===== src/rtl/mem_arbiter.sv =====
// Round-robin arbiter sharing one memory port among C_RPORT read requesters and one
// write requester; accesses are serialised and guarded by a per-access watchdog.
module mem_arbiter #(
    parameter int C_RPORT = 2,
    parameter int ADDR_W  = 32,
    parameter int DATA_W  = 64,
    parameter int TIMEOUT = 255
) (
    input  logic                      clk,
    input  logic                      rst,
    input  logic [C_RPORT-1:0]        c_re,
    input  logic [C_RPORT*ADDR_W-1:0] c_raddr,
    input  logic [C_RPORT*2-1:0]      c_rlen,
    output logic [C_RPORT*DATA_W-1:0] c_dout,
    output logic [C_RPORT-1:0]        c_rack,
    input  logic                      c_we,
    input  logic [ADDR_W-1:0]         c_waddr,
    input  logic [1:0]                c_wlen,
    input  logic [DATA_W-1:0]         c_din,
    output logic                      c_wack,
    output logic                      m_re,
    output logic                      m_we,
    output logic [ADDR_W-1:0]         m_raddr,
    output logic [ADDR_W-1:0]         m_waddr,
    output logic [1:0]                m_rlen,
    output logic [1:0]                m_wlen,
    output logic [DATA_W-1:0]         m_dout,
    input  logic [DATA_W-1:0]         m_din,
    input  logic                      m_rack,
    input  logic                      m_wack,
    output logic                      busy,
    output logic                      err,
    output logic [2:0]                err_port
);

    localparam int NREQ  = C_RPORT + 1;
    localparam int IDX_W = 3;
    localparam int CNT_W = (TIMEOUT > 0) ? $clog2(TIMEOUT + 1) : 1;
    localparam logic [IDX_W-1:0] WR_IDX  = IDX_W'(C_RPORT);
    localparam logic [CNT_W-1:0] TMO_CNT = CNT_W'(TIMEOUT);

    typedef enum logic [1:0] {
        ST_IDLE  = 2'd0,
        ST_ISSUE = 2'd1,
        ST_WAIT  = 2'd2,
        ST_RESP  = 2'd3
    } state_t;

    state_t                    state_r, state_s;
    logic [IDX_W-1:0]          rr_last_r, rr_last_s;
    logic [IDX_W-1:0]          win_r, win_s;
    logic [CNT_W-1:0]          cnt_r, cnt_s, cnt_inc_s;
    logic                      m_re_r, m_re_s;
    logic                      m_we_r, m_we_s;
    logic [ADDR_W-1:0]         m_raddr_r, m_raddr_s;
    logic [ADDR_W-1:0]         m_waddr_r, m_waddr_s;
    logic [1:0]                m_rlen_r, m_rlen_s;
    logic [1:0]                m_wlen_r, m_wlen_s;
    logic [DATA_W-1:0]         m_dout_r, m_dout_s;
    logic [C_RPORT*DATA_W-1:0] dout_r, dout_s;
    logic [C_RPORT-1:0]        rack_r, rack_s;
    logic                      wack_r, wack_s;
    logic                      busy_r, busy_s;
    logic                      err_r, err_s;
    logic [IDX_W-1:0]          err_port_r, err_port_s;

    logic [NREQ-1:0]           req_s;
    logic                      found_s;
    logic [IDX_W-1:0]          grant_s;
    int                        best_s;
    int                        dist_s;
    logic                      take_s;
    logic [ADDR_W-1:0]         sel_raddr_s;
    logic [1:0]                sel_rlen_s;
    logic                      win_is_write_s;
    logic                      mem_ack_s;
    logic                      wd_expire_s;

    function automatic logic [C_RPORT*DATA_W-1:0] put_slice(
        input logic [C_RPORT*DATA_W-1:0] vec,
        input logic [IDX_W-1:0]          idx,
        input logic [DATA_W-1:0]         val
    );
        logic [C_RPORT*DATA_W-1:0] res;
        res = vec;
        for (int p = 0; p < C_RPORT; p++) begin
            res[p*DATA_W +: DATA_W] = (idx == IDX_W'(p)) ? val : vec[p*DATA_W +: DATA_W];
        end
        return res;
    endfunction

    function automatic logic [C_RPORT-1:0] port_onehot(input logic [IDX_W-1:0] idx);
        logic [C_RPORT-1:0] res;
        res = '0;
        for (int p = 0; p < C_RPORT; p++) begin
            res[p] = (idx == IDX_W'(p));
        end
        return res;
    endfunction

    assign req_s          = {c_we, c_re};
    assign win_is_write_s = (win_r == WR_IDX);
    assign mem_ack_s      = win_is_write_s ? m_wack : m_rack;
    assign cnt_inc_s      = cnt_r + CNT_W'(1);
    assign wd_expire_s    = (TIMEOUT != 0) && (cnt_inc_s == TMO_CNT);

    // Round-robin pick: distance 0 is the requester right after the last winner
    always_comb begin
        best_s      = NREQ;
        dist_s      = 0;
        take_s      = 1'b0;
        grant_s     = '0;
        sel_raddr_s = '0;
        sel_rlen_s  = 2'b00;
        found_s     = |req_s;
        for (int c = 0; c < NREQ; c++) begin
            dist_s  = (c + NREQ - 1 - int'(rr_last_r)) % NREQ;
            take_s  = req_s[c] && (dist_s < best_s);
            best_s  = take_s ? dist_s : best_s;
            grant_s = take_s ? IDX_W'(c) : grant_s;
        end
        for (int p = 0; p < C_RPORT; p++) begin
            sel_raddr_s = (grant_s == IDX_W'(p)) ? c_raddr[p*ADDR_W +: ADDR_W] : sel_raddr_s;
            sel_rlen_s  = (grant_s == IDX_W'(p)) ? c_rlen[p*2 +: 2] : sel_rlen_s;
        end
    end

    // Next-state and next-output logic for the access sequencer
    always_comb begin
        state_s    = state_r;
        rr_last_s  = rr_last_r;
        win_s      = win_r;
        cnt_s      = cnt_r;
        m_re_s     = m_re_r;
        m_we_s     = m_we_r;
        m_raddr_s  = m_raddr_r;
        m_waddr_s  = m_waddr_r;
        m_rlen_s   = m_rlen_r;
        m_wlen_s   = m_wlen_r;
        m_dout_s   = m_dout_r;
        dout_s     = dout_r;
        rack_s     = '0;
        wack_s     = 1'b0;
        err_s      = 1'b0;
        err_port_s = err_port_r;
        case (state_r)
            ST_IDLE: begin
                if (found_s) begin
                    state_s   = ST_ISSUE;
                    win_s     = grant_s;
                    rr_last_s = grant_s;
                    if (grant_s == WR_IDX) begin
                        m_we_s    = 1'b1;
                        m_waddr_s = c_waddr;
                        m_wlen_s  = c_wlen;
                        m_dout_s  = c_din;
                    end else begin
                        m_re_s    = 1'b1;
                        m_raddr_s = sel_raddr_s;
                        m_rlen_s  = sel_rlen_s;
                    end
                end else begin
                    state_s = ST_IDLE;
                end
            end
            ST_ISSUE: begin
                cnt_s   = '0;
                state_s = ST_WAIT;
            end
            ST_WAIT: begin
                cnt_s = cnt_inc_s;
                // A matching ack on the expiry cycle still wins over the watchdog
                if (mem_ack_s) begin
                    state_s = ST_RESP;
                    m_re_s  = 1'b0;
                    m_we_s  = 1'b0;
                    dout_s  = put_slice(dout_r, win_r, m_din);
                    rack_s  = port_onehot(win_r);
                    wack_s  = win_is_write_s;
                end else if (wd_expire_s) begin
                    state_s    = ST_RESP;
                    m_re_s     = 1'b0;
                    m_we_s     = 1'b0;
                    dout_s     = put_slice(dout_r, win_r, {DATA_W{1'b0}});
                    rack_s     = port_onehot(win_r);
                    wack_s     = win_is_write_s;
                    err_s      = 1'b1;
                    err_port_s = win_r;
                end else begin
                    state_s = ST_WAIT;
                end
            end
            ST_RESP: begin
                state_s = ST_IDLE;
            end
            default: begin
                state_s = ST_IDLE;
            end
        endcase
        busy_s = (state_s != ST_IDLE);
    end

    // State and registered-output update with synchronous reset
    always_ff @(posedge clk) begin
        if (rst) begin
            state_r    <= ST_IDLE;
            rr_last_r  <= WR_IDX;
            win_r      <= '0;
            cnt_r      <= '0;
            m_re_r     <= 1'b0;
            m_we_r     <= 1'b0;
            m_raddr_r  <= '0;
            m_waddr_r  <= '0;
            m_rlen_r   <= 2'b00;
            m_wlen_r   <= 2'b00;
            m_dout_r   <= '0;
            dout_r     <= '0;
            rack_r     <= '0;
            wack_r     <= 1'b0;
            busy_r     <= 1'b0;
            err_r      <= 1'b0;
            err_port_r <= '0;
        end else begin
            state_r    <= state_s;
            rr_last_r  <= rr_last_s;
            win_r      <= win_s;
            cnt_r      <= cnt_s;
            m_re_r     <= m_re_s;
            m_we_r     <= m_we_s;
            m_raddr_r  <= m_raddr_s;
            m_waddr_r  <= m_waddr_s;
            m_rlen_r   <= m_rlen_s;
            m_wlen_r   <= m_wlen_s;
            m_dout_r   <= m_dout_s;
            dout_r     <= dout_s;
            rack_r     <= rack_s;
            wack_r     <= wack_s;
            busy_r     <= busy_s;
            err_r      <= err_s;
            err_port_r <= err_port_s;
        end
    end

    assign c_dout   = dout_r;
    assign c_rack   = rack_r;
    assign c_wack   = wack_r;
    assign m_re     = m_re_r;
    assign m_we     = m_we_r;
    assign m_raddr  = m_raddr_r;
    assign m_waddr  = m_waddr_r;
    assign m_rlen   = m_rlen_r;
    assign m_wlen   = m_wlen_r;
    assign m_dout   = m_dout_r;
    assign busy     = busy_r;
    assign err      = err_r;
    assign err_port = err_port_r;

endmodule


===== config.mk =====
export PLATFORM = sky130hd
export DESIGN_NAME = mem_arbiter
export DESIGN_NICKNAME = d
export VERILOG_FILES = /design/src/rtl/mem_arbiter.sv
export SDC_FILE = /design/constraint.sdc
export NUM_CORES = 1
export LEC_CHECK = 0
export CORE_AREA = 4 4 195 197
export CTS_BUF_LIST = sky130_fd_sc_hd__clkbuf_4 sky130_fd_sc_hd__clkbuf_8
export DETAILED_ROUTE_END_ITERATION = 8
export DIE_AREA = 0 0 199 201
export GPL_TIMING_DRIVEN = 0
export PLACE_DENSITY = 0.69
export SLEW_MARGIN = 5
export SYNTH_ARGS = -nofsm -noshare
export SYNTH_HDL_FRONTEND = slang
export SYNTH_SLANG_ARGS = --single-unit
export TNS_END_PERCENT = 20

===== constraint.sdc =====
create_clock -name clk -period 7.27 [get_ports clk]
set_input_delay 1.454 -clock clk [delete_from_list [all_inputs] [get_ports clk]]
set_output_delay 1.454 -clock clk [all_outputs]
set_load 0.005 [all_outputs]

* Word level (Yosys, flattened, before mapping) *
Cells that the tools add are included.

storage, ports and cells
  register bits = 286

cells by class
  $add $sub $neg = 4
  div/mod/pow operators = 3
  $lt $le $gt $ge = 3
  eq/ne operators = 12
  muxes and demuxes = 33
  bitwise gates (word level) = 3
  reduce and logical (&&, ||, !) cells = 21

operator list
  operator                                                                   number
  128-bit 2-to-1 mux                                                         2
  64-bit 2-to-1 mux                                                          4
  32-bit 2-to-1 mux                                                          4
  32-bit by 3-bit remainder unit with 32-bit output (second input constant)  3
  32-bit < comparator                                                        2
  32-bit by 3-bit < comparator with 1-bit output (second input constant)     1
  8-bit case mux with 2 select lines                                         1
  3-bit AND reduction                                                        5
  1-bit 2-to-1 mux                                                           14
  2-bit 2-to-1 mux                                                           5
  8-bit by 1-bit adder with 8-bit output (second input constant)             1
  8-bit equality test (second input constant)                                1
  2-bit case mux with 4 select lines                                         1
  4-bit AND reduction                                                        2
  2-bit nonzero test                                                         4
  2-bit by 3-bit subtractor with 4-bit output (first input constant)         2
  2-bit equality test (second input constant)                                3
  3-bit logical NOT                                                          2
  2-bit != test (second input constant)                                      3
  3-bit OR reduction                                                         2
  2-bit by 1-bit equality test with 1-bit output (second input constant)     2
  1-bit case mux with 2 select lines                                         2
  3-bit by 3-bit subtractor with 4-bit output (first input constant)         1
  3-bit by 1-bit equality test with 1-bit output (second input constant)     1
  other kinds (7)                                                            11

* Longest topological paths before layout *
Gate-level depths: netlist (run 1).

  depth after elaboration = 15
  depth in mapped cells = 35
  mapped depth without buffers = 29

* Worst setup path before layout (run 1) *
OpenSTA, ideal clock, no wires.

  path kind = register -> register
  start = register, netlist name win_r[0]
  end = register m_dout_r[36], in the netlist m_dout[36]
  arrival = 6841 ps
  required time = 7142 ps
  slack = 301 ps
  cell stages (with the launch flop) = 33
  path buffers = 5
  period minus slack after synthesis = 6969 ps
  cells stage by stage = dfxtp_1 > inv_1 > ha_1 > buf_2 > nand2_1 > inv_1 > ha_1 > buf_4 > a31o_1 > a311o_1 > a21bo_4 > a31oi_1 > or3_1 > o22a_1 > and3_4 > a22o_1 > or3_1 > a311o_1 > a311oi_2 > nand2_2 > buf_4 > nand2_1 > o21ai_0 > ha_1 > o21ai_0 > a31o_2 > inv_1 > a41oi_2 > a31oi_4 > buf_6 > buf_8 > mux2i_1 > nor2_1

RTL lines
  element               line  RTL
  end signal, assigned  234   m_dout_r <= m_dout_s;
  end, declared         59    logic [DATA_W-1:0] m_dout_r, m_dout_s;

==> results of run 1 <==
[worst max-delay path, delay by kind of cell, from the launching register on]
| family | cells | cell delay, ns |
|---|---|---|
| AOI/OAI and AO/OA | 13 | 2.98 |
| and+or+nand+nor | 7 | 1.31 |
| buffers and inverters | 8 | 1.15 |
| adders and majority gates | 3 | 0.82 |
| DFF | 1 | 0.36 |
| muxes | 1 | 0.21 |
[layout by cell type (no fill, tap or decap), types with 10 or more instances in the layout]
cell / count
clkdlybuf4s50_1: 504
dfxtp_1: 280
nand3_1: 173
nor2_1: 170
nand2_1: 162
a21oi_1: 158
mux2i_1: 139
clkbuf_1: 94
clkbuf_8: 60
inv_1: 51
o211ai_1: 38
a31oi_1: 38
a21oi_2: 30
buf_4: 29
ha_1: 23
clkbuf_4: 20
o21ai_0: 17
buf_2: 10
[worst min path at each step]
stage / to / slack, ns / cells past startpoint / from
2_1_floorplan: c_dout[0] / 0.45 / 2 / c_dout[0]
3_3_place_gp: c_dout[112] / 0.44 / 2 / c_dout[112]
3_5_place_dp: c_dout[83] / 0.45 / 2 / c_dout[83]
4_1_cts: c_dout[39] / 0.46 / 2 / c_dout[39]
5_1_grt: c_dout[103] / 0.47 / 2 / c_dout[103]
6_report: c_dout[35] / 0.45 / 2 / c_dout[35]
[metrics by stage]
| stage | cells | util (%) | cell area [µm²] |
|---|---|---|---|
| floorplan | 1560 | - | 13100 |
| global placement | 2532 | 51.7 | 18700 |
| detailed placement | 2534 | 51.7 | 18800 |
| CTS | 2633 | 55.2 | 20000 |
| global route | 2636 | 55.4 | 20100 |
| finish | 2636 | 55.4 | 20100 |
[routing by layer]
layer  wire [µm]  up-vias
met2       24500      554
li1            -     6623
met3        5330       94
met1       19400     6453
met5          13        -
met4        1600        2
[power by group through the flow]
stage / logic (mW) / clock network, mW / registers (mW)
after floorplan: 2.04 / 0 / 2.12
after global placement: 3.36 / 0 / 2.09
after detailed placement: 3.42 / 0 / 2.11
after CTS: 3.55 / 1.58 / 2.08
after global routing: 3.91 / 1.64 / 2.12
final: 3.62 / 1.53 / 2.08
[synth_stat cells, types with 5 or more instances]
library cell / instances
a21oi_1: 158
a21oi_2: 31
a31oi_1: 39
and3_1: 5
buf_2: 13
buf_4: 8
buf_6: 5
buf_8: 8
clkbuf_1: 95
dfxtp_1: 282
ha_1: 23
inv_1: 54
mux2i_1: 140
nand2_1: 163
nand3_1: 173
nor2_1: 172
nor2b_1: 7
nor3_1: 12
nor4_1: 7
o211ai_1: 38
o21ai_0: 17
or3_1: 5
xnor2_1: 5
[final cells by class]
class	count	share of cell area [%]
inverters	55	1.05
plain buffers	133	3.44
well taps	468	2.91
multi-input cells	1089	33.4
repair buffers	525	26.0
clock buffers	80	4.86
flip-flops and latches	282	28.1
clock inverters	4	0.243
[registers in the layout (all words and copies together) (netlist names)]
register,count
c_dout,128
m_dout,64
m_raddr,32
m_waddr,32
cnt_r,8
c_rack,2
err_port,2
m_rlen,2
m_wlen,2
state_r,2
win_r,2
busy,1
c_wack,1
err,1
m_re,1
m_we,1
rr_last_r,1
[cell families (layout without fill, tap and decap cells)]
logic type | after synthesis | in the layout | synth area share, %
simple gates | 575 | 575 | 19.5
buf+inv | 189 | 797 | 6.76
fa+ha+maj | 23 | 23 | 2.20
mux | 142 | 142 | 10.9
other cells | 1 | 1 | 0.0286
xor+xnor | 5 | 5 | 0.334
compound gates | 343 | 343 | 17.2
flops | 282 | 282 | 43.1
[what timing repair did]
action / 4_1_cts / 5_1_grt
hold buffers: 0 / 0
hold endpoints to repair: 0 / 0
resized for setup: 20 / 23
gates cloned: 1 / 0
pin swaps: 5 / 7
setup endpoints to repair: 137 / 137
setup buffers: 15 / 3
==> impl_metrics.toml, run 1 <==
[yosys]
synth_edf_count = 0
synth_top_cell_area_share_pct = 43.1
synth.avg_cell_area_um2 = 8.40
synthCells = 1560
syn_area_mm2 = 0.0131
seq_area_frac_synth_pct = 43.1
synth_ff_type = "dfxtp_1"
synthTopCellsByArea = "dfxtp_1, mux2i_1, nand3_1"
yosysTopAreaCell = "dfxtp_1"
ys_types = 78
ys_warn_count = 0
synth.ff_latch_count = 282
postSynth.asyncResetShare_pct = 0
syn-num-nets = 1820

[finish]
seq_area_mm2 = 0.00565
syn2layout_area_growth_pct = 53.4
final_layout_size_suffix_gt1_share_pct = 10.3
nNetsFinal = 2395
fill_cells = 3352
multi_input_area_mm2 = 0.00671
n_antenna_cell = 0

[die]
coreArea_mm2 = 0.0363
dieArea_mm2 = 0.0400
die_h_um = 201
start_util_pct = 36.1
pin_count = 507
die_x_um = 199
fp-row-count = 70

[setup_path]
path_class = "reg -> reg"
max_stage_delay_ns = 0.40
worstPathRequired_ns = 7.73
cp_slowest_cell = "a311o_1"
ff2ff_path_depth = 32
endpoint = "m_dout[51]"
cp-start-kind = "flop"
arrival_ns = 7.48
critPathMostFrequentCell = "buf_4"
worst_r2r_endpoint = "m_dout[51]"
regToRegStartpoint = "win_r[0]"
crit_start = "win_r[0]"
worstSetupEndpointType = "flop"
critical_path_peak_fanout = 10
r2r_slack_ns = 0.25

[global_routing]
grt_pass1_wl_um = 77000
antenna_found_initial = 1
use_met2_pct = 40.8
met3_usage_pct = 10.2
top_usage_layer = "met2"
track_usage_pct = 24.1
grt_remaining_overflow = 0
grt_pass1_vias = 13600
grt_max_degree = 13
met1_usage_pct = 27.6

[detailed_routing]
drt-initial-drc-count = 742
viasPerCell = 5.21
drc = 0
ant_nets = 0
wirelength_um = 50800
drt-pass1-iter-count = 6
vias = 13700
wl_per_cell_um = 19.3

[clocking]
clock-sinks = 282
worstSkewPairLatency_ns = 0.62
clk_pin_slew_ns = 0.06
h-tree-depth = 2
cts_root_buf = "clkbuf_8"
clockBufferDepth = 3
cts_tree = "done"
cts_made_buffers = 49

[sta]
hold_viol = 0
slew_viol_final = 0
finalSetupTns_ns = 0
slew-limit-headroom_pct = 30.4
period_share_pct = 96.5
clock_skew_ns = 0.0293
fin_ws_ns = 0.252
tightest_slew_ns = 1.04
final-setup-viol-count = 0
max_freq_mhz = 142
fin_crit_ns = 7.02
hold_ws_ns = 0.455

[power]
p_seq_share_pct = 28.7
worst_ir_drop_vdd_mv = 0.188
p_sw_share_pct = 37.5
total_power_mw = 7.23
switching_power_mw = 2.71
powerDensity_mw_per_mm2 = 360
p_int_mw = 4.52
p_clk_share_pct = 21.2
combPwrFrac_pct = 50.1
cellLeakagePower_nw = 7.93

[place]
pre_cts_ws_ns = -1.38
port_buffers = 504
gp_congestion = 0.889
dp_hpwl_um = 38300

[status]
status = "complete, no violations"

[run]
maxCapViolations = 0

[worst_hold_path]
min_path_type = "reg -> reg"
(Power assumes the default switching activity.)
==> run 2: changes to the inputs <==
PLACE_DENSITY = 0.66   (was 0.69)
clock period = 7.77 ns   (was 7.27 ns; I/O delays follow)
==> impl_metrics.toml, run 2 (synthesis gave the netlist of run 1 again) <==
[status]
status = "complete, no violations"

[sta]
tightest_slew_ns = 1.05
slew_viol_final = 0
clock_skew_ns = 0.0482
hold_ws_ns = 0.453
slew-limit-headroom_pct = 29.7
period_share_pct = 95.6
final-setup-viol-count = 0
fin_crit_ns = 7.43
rsz0062_at_grt = "false"
fin_ws_ns = 0.344
hold_viol = 0
max_freq_mhz = 135

[die]
fp-row-count = 70
die_x_um = 199
start_util_pct = 36.1
coreArea_mm2 = 0.0363
pin_count = 507
dieArea_mm2 = 0.0400
die_h_um = 201

[detailed_routing]
drt-initial-drc-count = 748
drt-pass1-iter-count = 7
viasPerCell = 5.19
vias = 13700
wirelength_um = 51600
drc = 0
wl_per_cell_um = 19.6
ant_nets = 0

[setup_path]
cp-start-kind = "flop"
max_stage_delay_ns = 0.41
r2r_slack_ns = 0.34
critPathMostFrequentCell = "ha_1"
cp_slowest_cell = "dfxtp_4"
arrival_ns = 7.88
critical_path_peak_fanout = 10
path_class = "reg -> reg"
worstSetupEndpointType = "flop"
worstPathRequired_ns = 8.22

[global_routing]
use_met2_pct = 40.4
track_usage_pct = 24.5
grt_pass1_vias = 13500
antenna_found_initial = 5
top_usage_layer = "met2"
grt_pass1_wl_um = 78200
met1_usage_pct = 29.6
grt_max_degree = 16
met3_usage_pct = 8.48
grt_remaining_overflow = 0

[worst_hold_path]
min_path_type = "reg -> reg"

[finish]
final_common_cell = "clkdlybuf4s50_1"
largest_register_ffs = 128
seq_area_mm2 = 0.00565
fill_cells = 3389
layout_common_cells = "clkdlybuf4s50_1, dfxtp_1, nand3_1, nor2_1, nand2_1"
multi_input_area_mm2 = 0.00672
final_layout_size_suffix_gt1_share_pct = 10.0
nNetsFinal = 2390
syn2layout_area_growth_pct = 53.6

[clocking]
clockBufferDepth = 3
clk_pin_slew_ns = 0.06
cts_made_buffers = 52
h-tree-depth = 2
cts_root_buf = "clkbuf_8"
cts_tree = "done"
clock-sinks = 282
worstSkewPairLatency_ns = 0.64
hold_buffers = 0

[place]
pre_cts_ws_ns = -0.855
gp_congestion = 0.852
port_buffers = 504
dp_hpwl_um = 39100

[power]
cellLeakagePower_nw = 7.90
worst_ir_drop_vdd_mv = 0.187
powerDensity_mw_per_mm2 = 338

[run]
maxCapViolations = 0
==> run 2: cell count changes in the layout (fill, tap and decap cells not counted), sizes merged <==
| cell | previous run | this run |
|---|---|---|
| bufinv | 1 | 2 |
| diode | 0 | 1 |
| inv | 54 | 53 |
| clkbuf | 178 | 179 |
| clkinvlp | 1 | 4 |
| clkinv | 3 | 5 |
| buf | 56 | 46 |
==> run 2: layout make-up <==
class | instances | share of cell area (%)
sequential | 282 | 28.1
tap | 468 | 2.91
antenna | 1 | 0.0124
multi-input combinational | 1089 | 33.4
buffer | 134 | 3.45
clock inverter | 9 | 0.597
clock buffer | 79 | 4.91
timing repair buffer | 516 | 25.5
inverter | 55 | 1.08
==> run 2: report_power, final <==
group / internal, mW / switching (mW)
registers: 1.76 / 0.184
clock network: 0.877 / 0.658
logic: 1.59 / 1.73
==> run 2: path summary, 6_finish.rpt <==
path                                  from           to  cells after the start
worst max-delay path              win_r[0]  m_waddr[24]                     32
worst max register to register    win_r[0]  m_waddr[24]                     32
worst min-delay path            c_dout[10]   c_dout[10]                      2
worst min register to register  c_dout[10]   c_dout[10]                      2
==> run 2: routing by layer <==
layer	up-vias	part of all wire, %
met5	-	0.080
met4	6	3.3
met3	95	8.8
met2	468	48
met1	6499	40
li1	6585	-
==> run 2: timing repair <==
action                                  in CTS  in global routing
pin swaps                                    1                  4
endpoints found under the setup margin     137                137
endpoints found under the hold margin        0                  0
gates resized for setup                     14                 23
buffers inserted                             2                  9
==> run 2: metrics by stage <==
step / instance area (µm²) / power [mW] / setup TNS (ns) / util [%] / cells
final: 20100 / 6.80 / 0 / 55.5 / 2633
after global routing: 20100 / 7.23 / 0 / 55.5 / 2633
after CTS: 19900 / 6.79 / 0 / 55.0 / 2623
after detailed placement: 18800 / 5.19 / -98.84 / 51.7 / 2533
after global placement: 18700 / 5.12 / -94.68 / 51.7 / 2532
after floorplan: 13100 / 3.89 / 0 / - / 1560
==> run 2: critical path: cells and delay by family (launching register included) <==
kind	cells	cell delay [ns]
flip-flops	1	0.41
AO/OA/AOI/OAI	13	3.11
multiplexers	1	0.21
AND/OR/NAND/NOR	7	1.30
buffers and inverters	8	1.35
adder cells (fa/ha/maj)	3	0.83
